$ cat src/rtl/bt_stream_pkg.sv
// Shared types and constants for the Bluetooth sample-stream framer and its UART.
package bt_stream_pkg;

    typedef enum logic [1:0] {
        ST_IDLE,
        ST_SELECT,
        ST_SEND,
        ST_WAIT
    } fsm_state_e;

    localparam logic [7:0] DEFAULT_HEADER     = 8'hA5;
    localparam logic       UART_START_BIT     = 1'b0;
    localparam logic       UART_STOP_BIT      = 1'b1;
    localparam int         UART_BITS_PER_BYTE = 10;

    function automatic int bytes_per_sample(input int data_width);
        return data_width / 8;
    endfunction

endpackage

$ cat src/rtl/uart_tx_byte.sv
// 8N1 UART transmitter, LSB first; a start request while a byte is on the line is ignored.
module uart_tx_byte
    import bt_stream_pkg::*;
#(
    parameter int CLKS_PER_BIT = 434
) (
    input  logic       clock,
    input  logic       resetn,
    input  logic       tx_start,
    input  logic [7:0] tx_byte,
    output logic       txd,
    output logic       tx_busy,
    output logic       tx_done
);

    localparam int CNT_W = (CLKS_PER_BIT > 1) ? $clog2(CLKS_PER_BIT) : 1;

    logic [CNT_W-1:0] clk_cnt_q;
    logic [3:0]       bit_cnt_q;
    logic [8:0]       shift_q;
    logic             txd_q;
    logic             busy_q;
    logic             done_q;

    // NOTE: sequential state uses non-blocking assignments so every register
    // samples the pre-edge values of its neighbours, independent of statement order.
    always_ff @(posedge clock or negedge resetn) begin
        if (!resetn) begin
            clk_cnt_q <= '0;
            bit_cnt_q <= '0;
            shift_q   <= '1;
            txd_q     <= UART_STOP_BIT;
            busy_q    <= 1'b0;
            done_q    <= 1'b0;
        end else begin
            done_q <= 1'b0;
            if (!busy_q) begin
                if (tx_start) begin
                    busy_q    <= 1'b1;
                    txd_q     <= UART_START_BIT;
                    shift_q   <= {UART_STOP_BIT, tx_byte};
                    clk_cnt_q <= '0;
                    bit_cnt_q <= '0;
                end
            end else if (clk_cnt_q == CNT_W'(CLKS_PER_BIT - 1)) begin
                clk_cnt_q <= '0;
                if (bit_cnt_q == 4'(UART_BITS_PER_BYTE - 1)) begin
                    busy_q <= 1'b0;
                    done_q <= 1'b1;
                    txd_q  <= UART_STOP_BIT;
                end else begin
                    bit_cnt_q <= bit_cnt_q + 4'd1;
                    txd_q     <= shift_q[0];
                    shift_q   <= {UART_STOP_BIT, shift_q[8:1]};
                end
            end else begin
                clk_cnt_q <= clk_cnt_q + 1'b1;
            end
        end
    end

    assign txd     = txd_q;
    assign tx_busy = busy_q;
    assign tx_done = done_q;

endmodule

$ cat src/rtl/bt_stream_framer.sv
// Round-robin multi-channel sample capture, framed as header/channel/payload bytes over UART.
module bt_stream_framer
    import bt_stream_pkg::*;
#(
    parameter int         NUM_CHANNELS = 4,
    parameter int         DATA_WIDTH   = 16,
    parameter int         CLKS_PER_BIT = 434,
    parameter logic [7:0] HEADER_BYTE  = DEFAULT_HEADER
) (
    input  logic                               clock,
    input  logic                               resetn,
    input  logic                               bt_state,
    input  logic                               stream_enable,
    input  logic [NUM_CHANNELS-1:0]            channel_mask,
    input  logic [NUM_CHANNELS*DATA_WIDTH-1:0] ch_data,
    input  logic [NUM_CHANNELS-1:0]            ch_valid,
    output logic                               fpga_txd,
    output logic                               busy,
    output logic [NUM_CHANNELS-1:0]            pending,
    output logic [15:0]                        overrun_count,
    output logic [15:0]                        frames_sent
);

    localparam int CH_W    = (NUM_CHANNELS > 1) ? $clog2(NUM_CHANNELS) : 1;
    localparam int BYTES   = 2 + bytes_per_sample(DATA_WIDTH);
    localparam int FRAME_W = BYTES * 8;
    localparam int IDX_W   = $clog2(BYTES);

    fsm_state_e                                state_q;
    logic [CH_W-1:0]                           ptr_q;
    logic [FRAME_W-1:0]                        frame_q;
    logic [IDX_W-1:0]                          idx_q;
    logic                                      busy_q, abort_q;
    logic [15:0]                               frames_q;
    logic [15:0]                               overrun_q, overrun_d;
    logic [NUM_CHANNELS-1:0]                   pending_q, pending_d;
    logic [NUM_CHANNELS-1:0][DATA_WIDTH-1:0]   hold_q, hold_d;
    logic [NUM_CHANNELS-1:0]                   take;
    logic [CH_W-1:0]                           sel_idx;
    logic [16:0]                               ovf_sum;
    logic                                      link_ok, tx_start, tx_done, uart_busy;

    // First requester strictly after ptr, wrapping; ptr itself is considered last.
    function automatic logic [CH_W-1:0] rr_pick(input logic [NUM_CHANNELS-1:0] req,
                                                 input logic [CH_W-1:0] ptr);
        logic [CH_W-1:0] c;
        rr_pick = ptr;
        for (int k = NUM_CHANNELS; k >= 1; k--) begin
            c = CH_W'((int'(ptr) + k) % NUM_CHANNELS);
            if (req[c]) rr_pick = c;
        end
    endfunction

    assign link_ok = bt_state & stream_enable;
    assign sel_idx = rr_pick(pending_q, ptr_q);

    // NOTE: every variable written in always_comb gets a default first, so no
    // path leaves it unassigned and no latch is inferred.
    always_comb begin
        take = '0;
        if (state_q == ST_SELECT && |pending_q) take[sel_idx] = 1'b1;
    end

    always_comb begin
        pending_d = pending_q;
        hold_d    = hold_q;
        ovf_sum   = {1'b0, overrun_q};
        for (int i = 0; i < NUM_CHANNELS; i++) begin
            if (!channel_mask[i]) begin
                pending_d[i] = 1'b0;
            end else if (ch_valid[i]) begin
                hold_d[i]    = ch_data[i*DATA_WIDTH +: DATA_WIDTH];
                pending_d[i] = 1'b1;
                if (pending_q[i] && !take[i]) ovf_sum = ovf_sum + 17'd1;
            end else if (take[i]) begin
                pending_d[i] = 1'b0;
            end
        end
        overrun_d = ovf_sum[16] ? 16'hFFFF : ovf_sum[15:0];
    end

    always_ff @(posedge clock or negedge resetn) begin
        if (!resetn) begin
            state_q   <= ST_IDLE;
            ptr_q     <= CH_W'(NUM_CHANNELS - 1);
            frame_q   <= '0;
            idx_q     <= '0;
            busy_q    <= 1'b0;
            abort_q   <= 1'b0;
            frames_q  <= '0;
            overrun_q <= '0;
            pending_q <= '0;
            hold_q    <= '0;
        end else begin
            pending_q <= pending_d;
            hold_q    <= hold_d;
            overrun_q <= overrun_d;
            case (state_q)
                ST_IDLE: begin
                    if (link_ok && |pending_q) state_q <= ST_SELECT;
                end
                ST_SELECT: begin
                    if (|pending_q) begin
                        frame_q <= {HEADER_BYTE, 8'(sel_idx), hold_q[sel_idx]};
                        ptr_q   <= sel_idx;
                        busy_q  <= 1'b1;
                        idx_q   <= '0;
                        abort_q <= 1'b0;
                        state_q <= ST_SEND;
                    end else begin
                        state_q <= ST_IDLE;
                    end
                end
                ST_SEND: begin
                    if (!link_ok) begin
                        busy_q  <= 1'b0;
                        state_q <= ST_IDLE;
                    end else begin
                        state_q <= ST_WAIT;
                    end
                end
                ST_WAIT: begin
                    // A link drop mid-byte is remembered; the byte finishes, then the frame is dropped.
                    if (tx_done) begin
                        if (abort_q || !link_ok) begin
                            busy_q  <= 1'b0;
                            state_q <= ST_IDLE;
                        end else if (idx_q == IDX_W'(BYTES - 1)) begin
                            frames_q <= frames_q + 16'd1;
                            busy_q   <= 1'b0;
                            state_q  <= ST_IDLE;
                        end else begin
                            idx_q   <= idx_q + 1'b1;
                            frame_q <= {frame_q[FRAME_W-9:0], 8'h00};
                            state_q <= ST_SEND;
                        end
                    end else if (!link_ok) begin
                        abort_q <= 1'b1;
                    end
                end
                default: state_q <= ST_IDLE;
            endcase
        end
    end

    assign tx_start = (state_q == ST_SEND) && link_ok && !uart_busy;

    uart_tx_byte #(
        .CLKS_PER_BIT(CLKS_PER_BIT)
    ) u_uart (
        .clock   (clock),
        .resetn  (resetn),
        .tx_start(tx_start),
        .tx_byte (frame_q[FRAME_W-1 -: 8]),
        .txd     (fpga_txd),
        .tx_busy (uart_busy),
        .tx_done (tx_done)
    );

    assign busy          = busy_q;
    assign pending       = pending_q;
    assign overrun_count = overrun_q;
    assign frames_sent   = frames_q;

endmodule

$ cat config.mk
export PLATFORM = sky130hd
export DESIGN_NAME = bt_stream_framer
export DESIGN_NICKNAME = d
export VERILOG_FILES = /design/src/rtl/bt_stream_pkg.sv /design/src/rtl/uart_tx_byte.sv /design/src/rtl/bt_stream_framer.sv
export SDC_FILE = /design/constraint.sdc
export NUM_CORES = 1
export LEC_CHECK = 0
export BUFFER_PORTS_ARGS = -buffer_cell sky130_fd_sc_hd__buf_4
export CORE_ASPECT_RATIO = 0.7
export CORE_MARGIN = 3
export CORE_UTILIZATION = 58
export CTS_CLUSTER_DIAMETER = 120
export DETAILED_ROUTE_END_ITERATION = 8
export GPL_ROUTABILITY_DRIVEN = 0
export PLACE_DENSITY = 0.85
export RECOVER_POWER = 100
export REMOVE_ABC_BUFFERS = 1
export SKIP_CTS_REPAIR_TIMING = 1
export SLEW_MARGIN = 10
export SYNTH_ARGS = -nofsm -noshare
export SYNTH_HDL_FRONTEND = slang
export SYNTH_SLANG_ARGS = --single-unit
$ cat constraint.sdc
create_clock -name clock -period 5.3 [get_ports clock]
set_clock_uncertainty 0.15 [all_clocks]
set_input_delay 1.325 -clock clock [delete_from_list [all_inputs] [get_ports clock]]
set_output_delay 1.325 -clock clock [all_outputs]
set_load 0.01 [all_outputs]
======== Word level (Yosys, flattened, before mapping) ========
Index checks and enable logic that the tools add are counted.
storage, ports and cells
  flip-flop bits (word level) ............. 165
  latch bits .............................. 0
  bits in writable memories ............... 0
  memory bits (read-only) ................. 0
  input port bits ......................... 76
  output and inout port bits .............. 38
  logic and storage cells ................. 187
  memories ................................ 0
cells by class
  add/subtract/negate cells ............... 12
  $mul .................................... 0
  divide/modulo/power cells ............... 0
  order comparisons ....................... 6
  eq/ne operators ......................... 21
  shift operators ......................... 0
  mux-type cells .......................... 91
  bitwise operators ....................... 2
  reduce and logical (&&, ||, !) cells .... 33
operators with widths
  operator               number
  $mux 17                12
  $mux 32                4
  $pmux 32 s2            1
  $mux 9                 7
  $add 17x1->17 const B  3
  $mux 1                 36
  $bmux 16 s2            1
  $mux 16                2
  $mux 2                 14
  $mux 4                 5
  $add 16x1->17 const B  1
  $add 16x1->16 const B  1
  $ne 2x2->1 const B     8
  $lt 2x3->1 const B     5
  $reduce_and 2->1       7
  $ne 3x1->1 const B     4
  $reduce_and 5->1       2
  $add 9x1->9 const B    1
  $eq 9x9->1 const B     1
  $logic_and 1x1->1      9
  $bmux 1 s2             4
  $pmux 2 s4             1
  $reduce_and 4->1       2
  $add 2x1->2 const B    3
  other kinds (21)       31

======== Logic depth before layout (Yosys ltp) ========
  word-level depth ........................ 30
  mapped depth ............................ 21
  depth with buffers taken out ............ 17

======== Modules after synthesis ========
From an unflattened synthesis, not the netlist that was laid out.
unflattened totals
  cell total of the unflattened synthesis .. 990
  area total of the unflattened synthesis .. 9788.1 um^2
modules (own cells, without submodules)
  module            times used  cells an instance  area an instance (um^2)  seq. area each (um^2)
  bt_stream_framer  1           866                8557.0                   3505.9
  uart_tx_byte      1           124                1231.2                   611.8

======== Worst setup path after synthesis ========
OpenSTA, ideal clock, no wires.
  kind .................................... input -> register
  from .................................... input channel_mask[0]
  to ...................................... register overrun_q[15], in the netlist overrun_count[15]
  setup time .............................. 0.145 ns
  data arrival time ....................... 4.800 ns
  data required time ...................... 5.005 ns
  slack ................................... 0.206 ns
  stages .................................. 14
  path buffers ............................ 0
  cells stage by stage .................... nand3_1 -> a211oi_1 -> or2_2 -> ha_1 -> nand3_1 -> a21oi_1 -> xnor3_1 -> or4_4 -> or4b_1 -> a211oi_2 -> nand4b_1 -> a21oi_2 -> a31o_1 -> nand3_1
on the way
  cells in the longest elaborated chain, start to end .. 14
RTL lines
  item                  line                    text
  start, declared       bt_stream_framer.sv:14  input logic [NUM_CHANNELS-1:0] channel_mask,
  $mux 17 (*)           bt_stream_framer.sv:69  if (!channel_mask[i]) begin
  $add 17x1->17         bt_stream_framer.sv:74  if (pending_q[i] && !take[i]) ovf_sum = ovf_sum + 17'd1;
  $mux 17               bt_stream_framer.sv:74
  $mux 17               bt_stream_framer.sv:71  end else if (ch_valid[i]) begin
  $mux 17 (*)           bt_stream_framer.sv:69
  $add 17x1->17         bt_stream_framer.sv:74
  $mux 17               bt_stream_framer.sv:74
  $mux 17               bt_stream_framer.sv:71
  $mux 17 (*)           bt_stream_framer.sv:69
  $add 17x1->17         bt_stream_framer.sv:74
  $mux 17               bt_stream_framer.sv:74
  $mux 17               bt_stream_framer.sv:71
  $mux 17 (*)           bt_stream_framer.sv:69
  $mux 16 (*)           bt_stream_framer.sv:79  overrun_d = ovf_sum[16] ? 16'hFFFF : ovf_sum[15:0];
  net overrun_d[15]     bt_stream_framer.sv:35  logic [15:0] overrun_q, overrun_d;
  end signal, assigned  bt_stream_framer.sv:97  overrun_q <= overrun_d;
  end, declared         bt_stream_framer.sv:35
The timed path passes the listed nets; every way through them passes the cells marked *.
A chain may end at the register's enable or synchronous reset.

======== Worst setup path in the final report ========
  from .................................... register ptr_q[0]
  to ...................................... register overrun_q[13], in the netlist overrun_count[13]
on the way
  cells in the longest elaborated chain, start to end .. 30
  elaborated cells on any way between the ends .. 46
  classes of those cells .................. add/sub: 7; order compare: 2; mux: 28; reduce/logical: 9
RTL lines
  item                                                            line                     text
  start, declared                                                 bt_stream_framer.sv:30   logic [CH_W-1:0] ptr_q;
  start signal, assigned                                          bt_stream_framer.sv:85   ptr_q <= CH_W'(NUM_CHANNELS - 1);
  start signal, assigned                                          bt_stream_framer.sv:105  ptr_q <= sel_idx;
  $add 2x1->2                                                     bt_stream_framer.sv:49   c = CH_W'((int'(ptr) + k) % NUM_CHANNELS);
  $bmux 1 s2                                                      bt_stream_framer.sv:50   if (req[c]) rr_pick = c;
  $mux 1 (not written as such)                                    bt_stream_framer.sv:50
  $mux 2 (3 in a row)                                             bt_stream_framer.sv:50
  $mux 2 (*)                                                      bt_stream_framer.sv:50
  $lt 2x3->1 (not written as such) or $ge 2x1->1 (tied branches)  bt_stream_framer.sv:61   if (state_q == ST_SELECT && |pending_q) take[sel_idx] = 1'b1;
  $logic_and 1x1->1 (not written as such)                         bt_stream_framer.sv:61
  $mux 1 (not written as such)                                    bt_stream_framer.sv:61
  (+13 left out)                                                  n/a
  $mux 17                                                         bt_stream_framer.sv:71
  $mux 17                                                         bt_stream_framer.sv:69
  $add 17x1->17                                                   bt_stream_framer.sv:74
  $mux 17                                                         bt_stream_framer.sv:74
  $mux 17                                                         bt_stream_framer.sv:71
  $mux 17 (*)                                                     bt_stream_framer.sv:69
  $mux 16 (*)                                                     bt_stream_framer.sv:79
  net overrun_d[13]                                               bt_stream_framer.sv:35
The timed path passes the listed nets; every way through them passes the cells marked *. The select of a mux whose other input is x is not followed.

==> metrics.md <==
| Metric | Value |
|---|---|
| Ys flop type | dfrtp_1 |
| Yosys top cell by area | dfrtp_1 |
| Largest net degree at the start of global routing | 117 |
| Failing checks | max-capacitance violations, max-slew violations |
| Post-synth EDFFs | 0 |
| Final global-route overflow total | 0 |
| Reg clk slew, reported paths | 0.07 ns |
| CTS Buffer Depth | 2 |
| Max Cap Violations | 2 |
| FF-to-FF path depth | 18 |
| Relative slew slack | -88.5% |
| # placed instances | 1200 |
| H-Tree Depth | 4 |
| DR pass1 iterations | 5 |
| Critical Path Sink Type | register |
| Async set-reset flop share out of synthesis | 100% |
| CTS buffer count | 17 |
| Initial antenna violation count | 0 |
| Nets@finish | 1111 |
| Clock root cell | clkbuf_16 |
| Maximum vdd ir drop | 0.201 mV |
| Share of cells above drive strength 1 | 22.4% |
| Total chip power | 3.41 mW |
| Least-Margin Pin Slew | 2.83 ns |
| DIE AREA | 16800 µm² |
| Row cnt | 37 |
| Status | finished with violations |
| FILL cells | 1087 |
| IO Pins | 114 |
| LEAKAGE | 4.43 nW |
| Hold Crit Class | register to register |
| Initial core utilization | 59.6% |
| Final setup violation count | 0 |
| Synth area leaders | dfrtp_1 (43%), mux2_2 (8.7%), nand2_1 (6.0%) |
| Final setup margin | 0.240 ns |
| Post-Syn Area per Cell | 9.66 µm² |
| Via density | 6.20 |
| Startpoint Class | register |
| Final hold violations | 0 |
| Max Clock Freq | 198 MHz |
| Final Cycle Share | 95.5% |
| Final WL | 23500 µm |
| Port Buffers | 113 |
| Crit path max fanout | 5 |
| Tmin final | 5.06 ns |
| P&R area growth vs syn | 17.9% |
| Drt wl/cell | 19.1 µm |
| Synth top area share | 43.4% |
| Latest clock arrival within the worst-skew pair | 0.44 ns |
| Worst Path Required | 5.46 ns |
| Hold WS | 0.334 ns |
| Synth warn | 0 |
| Cells after Synth | 914 |
| Post-synthesis sequential area ratio | 46.7% |
| Commonest non-fill, non-tap cells in the layout | dfrtp_1 (151), nand2_1 (141), buf_4 (91) |
| Post-Layout Cell Count | 1233 |
| Die height | 109 µm |
| R2R Setup Slk | 0.24 ns |
| Post-DP HPWL | 16200 µm |
| Most common cell after layout, fill and taps aside | dfrtp_1 |
| Number of global-route vias before repair | 7351 |
| Critical Path AT | 5.22 ns |
| # diodes | 0 |
| CTS Sinks | 164 |
| Final antenna-violating net count | 0 |
| Global Route Usage Sum | 28.0% |
| Slew Viols, Final | 152 |
| Initial DRC count | 805 |
| Drt drc | 0 |
| Seq cells post-synth | 164 |
| WHS Path Cells | 1 |
| Distinct cells, synth | 75 |
| Die width | 153 µm |
| First-pass GRT wire length | 37600 µm |
| Vias post-DR | 7646 |
| DP Worst Slack | -0.0576 ns |
| Crit Path Class | register to register |
| Synth Cell Area | 8820 µm² |
| CTS tree | yes |
| Pwr/cell area | 328 nW/µm² |
| Area of the core | 14800 µm² |
-- state kept, by name (all words and copies together) (netlist names) --
| name | flops |
|---|---|
| hold_q | 64 |
| u_uart.tx_done | 1 |
| u_uart.bit_cnt_q | 4 |
| busy | 1 |
| idx_q | 2 |
| u_uart.shift_q | 8 |
| ptr_q | 2 |
| u_uart.clk_cnt_q | 9 |
| u_uart.txd | 1 |
| frames_sent | 16 |
| abort_q | 1 |
| u_uart.tx_busy | 1 |
| pending | 4 |
| overrun_count | 16 |
| state_q | 2 |
| frame_q | 32 |
-- worst max-delay path, cell delays in order, from the launching register on --
cell and delay [ns]:
dfstp_2 0.58, nand2b_1 0.13, o21ai_1 0.13, a221o_1 0.43
o31ai_1 0.43, or2_2 0.19, ha_1 0.13, nand3_1 0.07
a21oi_1 0.23, buf_4 0.17, o211ai_1 0.17, and3_1 0.26
or2_2 0.35, or4b_1 0.55, a211oi_2 0.37, nand4b_1 0.17
a21oi_2 0.20, xnor2_1 0.14, nand2_1 0.08
-- path summary, 6_finish.rpt --
kind / startpoint / endpoint
worst max-delay path: ptr_q[0] / overrun_count[13]
worst min-delay path: frames_sent[15] / frames_sent[15]
worst max register to register: ptr_q[0] / overrun_count[13]
worst min register to register: frames_sent[15] / frames_sent[15]
max in group asynchronous: resetn / u_uart.clk_cnt_q[4]
min in group asynchronous: resetn / u_uart.bit_cnt_q[1]
-- power by group --
part / total [mW] / leakage [nW] / internal, mW / switching (mW)
combinational: 0.652 / 2.13 / 0.290 / 0.362
clock: 1.28 / 0.303 / 0.653 / 0.629
sequential: 1.48 / 2.00 / 1.35 / 0.127
total: 3.41 / 4.43 / 2.29 / 1.12
-- synth_stat cells (9+ instances only) --
library cell / number
dfrtp_1: 153
nand2_1: 141
nor2_1: 75
nand3_1: 70
mux2_2: 68
clkbuf_1: 38
xnor2_1: 34
a21oi_1: 31
o21ai_0: 31
xor2_1: 30
a31oi_1: 15
a22o_1: 13
and3_1: 13
nor3_1: 12
dfstp_2: 11
nand4_1: 11
nor2b_1: 11
ha_1: 10
nand2b_1: 10
a32o_1: 9
-- cells by family after synthesis --
| family | count (synthesis) | synth area share (%) |
|---|---|---|
| AO/OA/AOI/OAI | 168 | 13.4 |
| XOR/XNOR | 65 | 6.61 |
| adder cells (fa/ha/maj) | 10 | 1.42 |
| buffers and inverters | 53 | 2.44 |
| flip-flops | 164 | 46.7 |
| multiplexers | 68 | 8.68 |
| AND/OR/NAND/NOR | 386 | 20.8 |
-- layer usage --
layer	up-vias	global-route usage [%]	share of wire, %
met1	3714	40.9	45
met4	0	6.36	1.5
met2	390	42.4	44
li1	3499	-	-
met3	43	7.42	10
met5	-	0	0
-- per-stage QoR --
step	utilization [%]	TNS (ns)	cell area, µm²
2_1_floorplan	-	-6.97	8640
3_3_place_gp	67.0	0	9920
3_5_place_dp	67.0	-0.252	9920
4_1_cts	71.2	0	10500
5_1_grt	70.2	-0.0262	10400
6_report	70.2	0	10400
-- area by class of cell --
cell class              count  area (µm²)  area share [%]
inverters                   8        30.0           0.289
clock buffers              17         425            4.09
multi-input cells         697        4520            43.5
flip-flops and latches    164        4120            39.6
clock inverters            15         199            1.91
well taps                 195         244            2.35
repair buffers            137         858            8.25
Note: power is estimated with default switching activity, not from simulation.
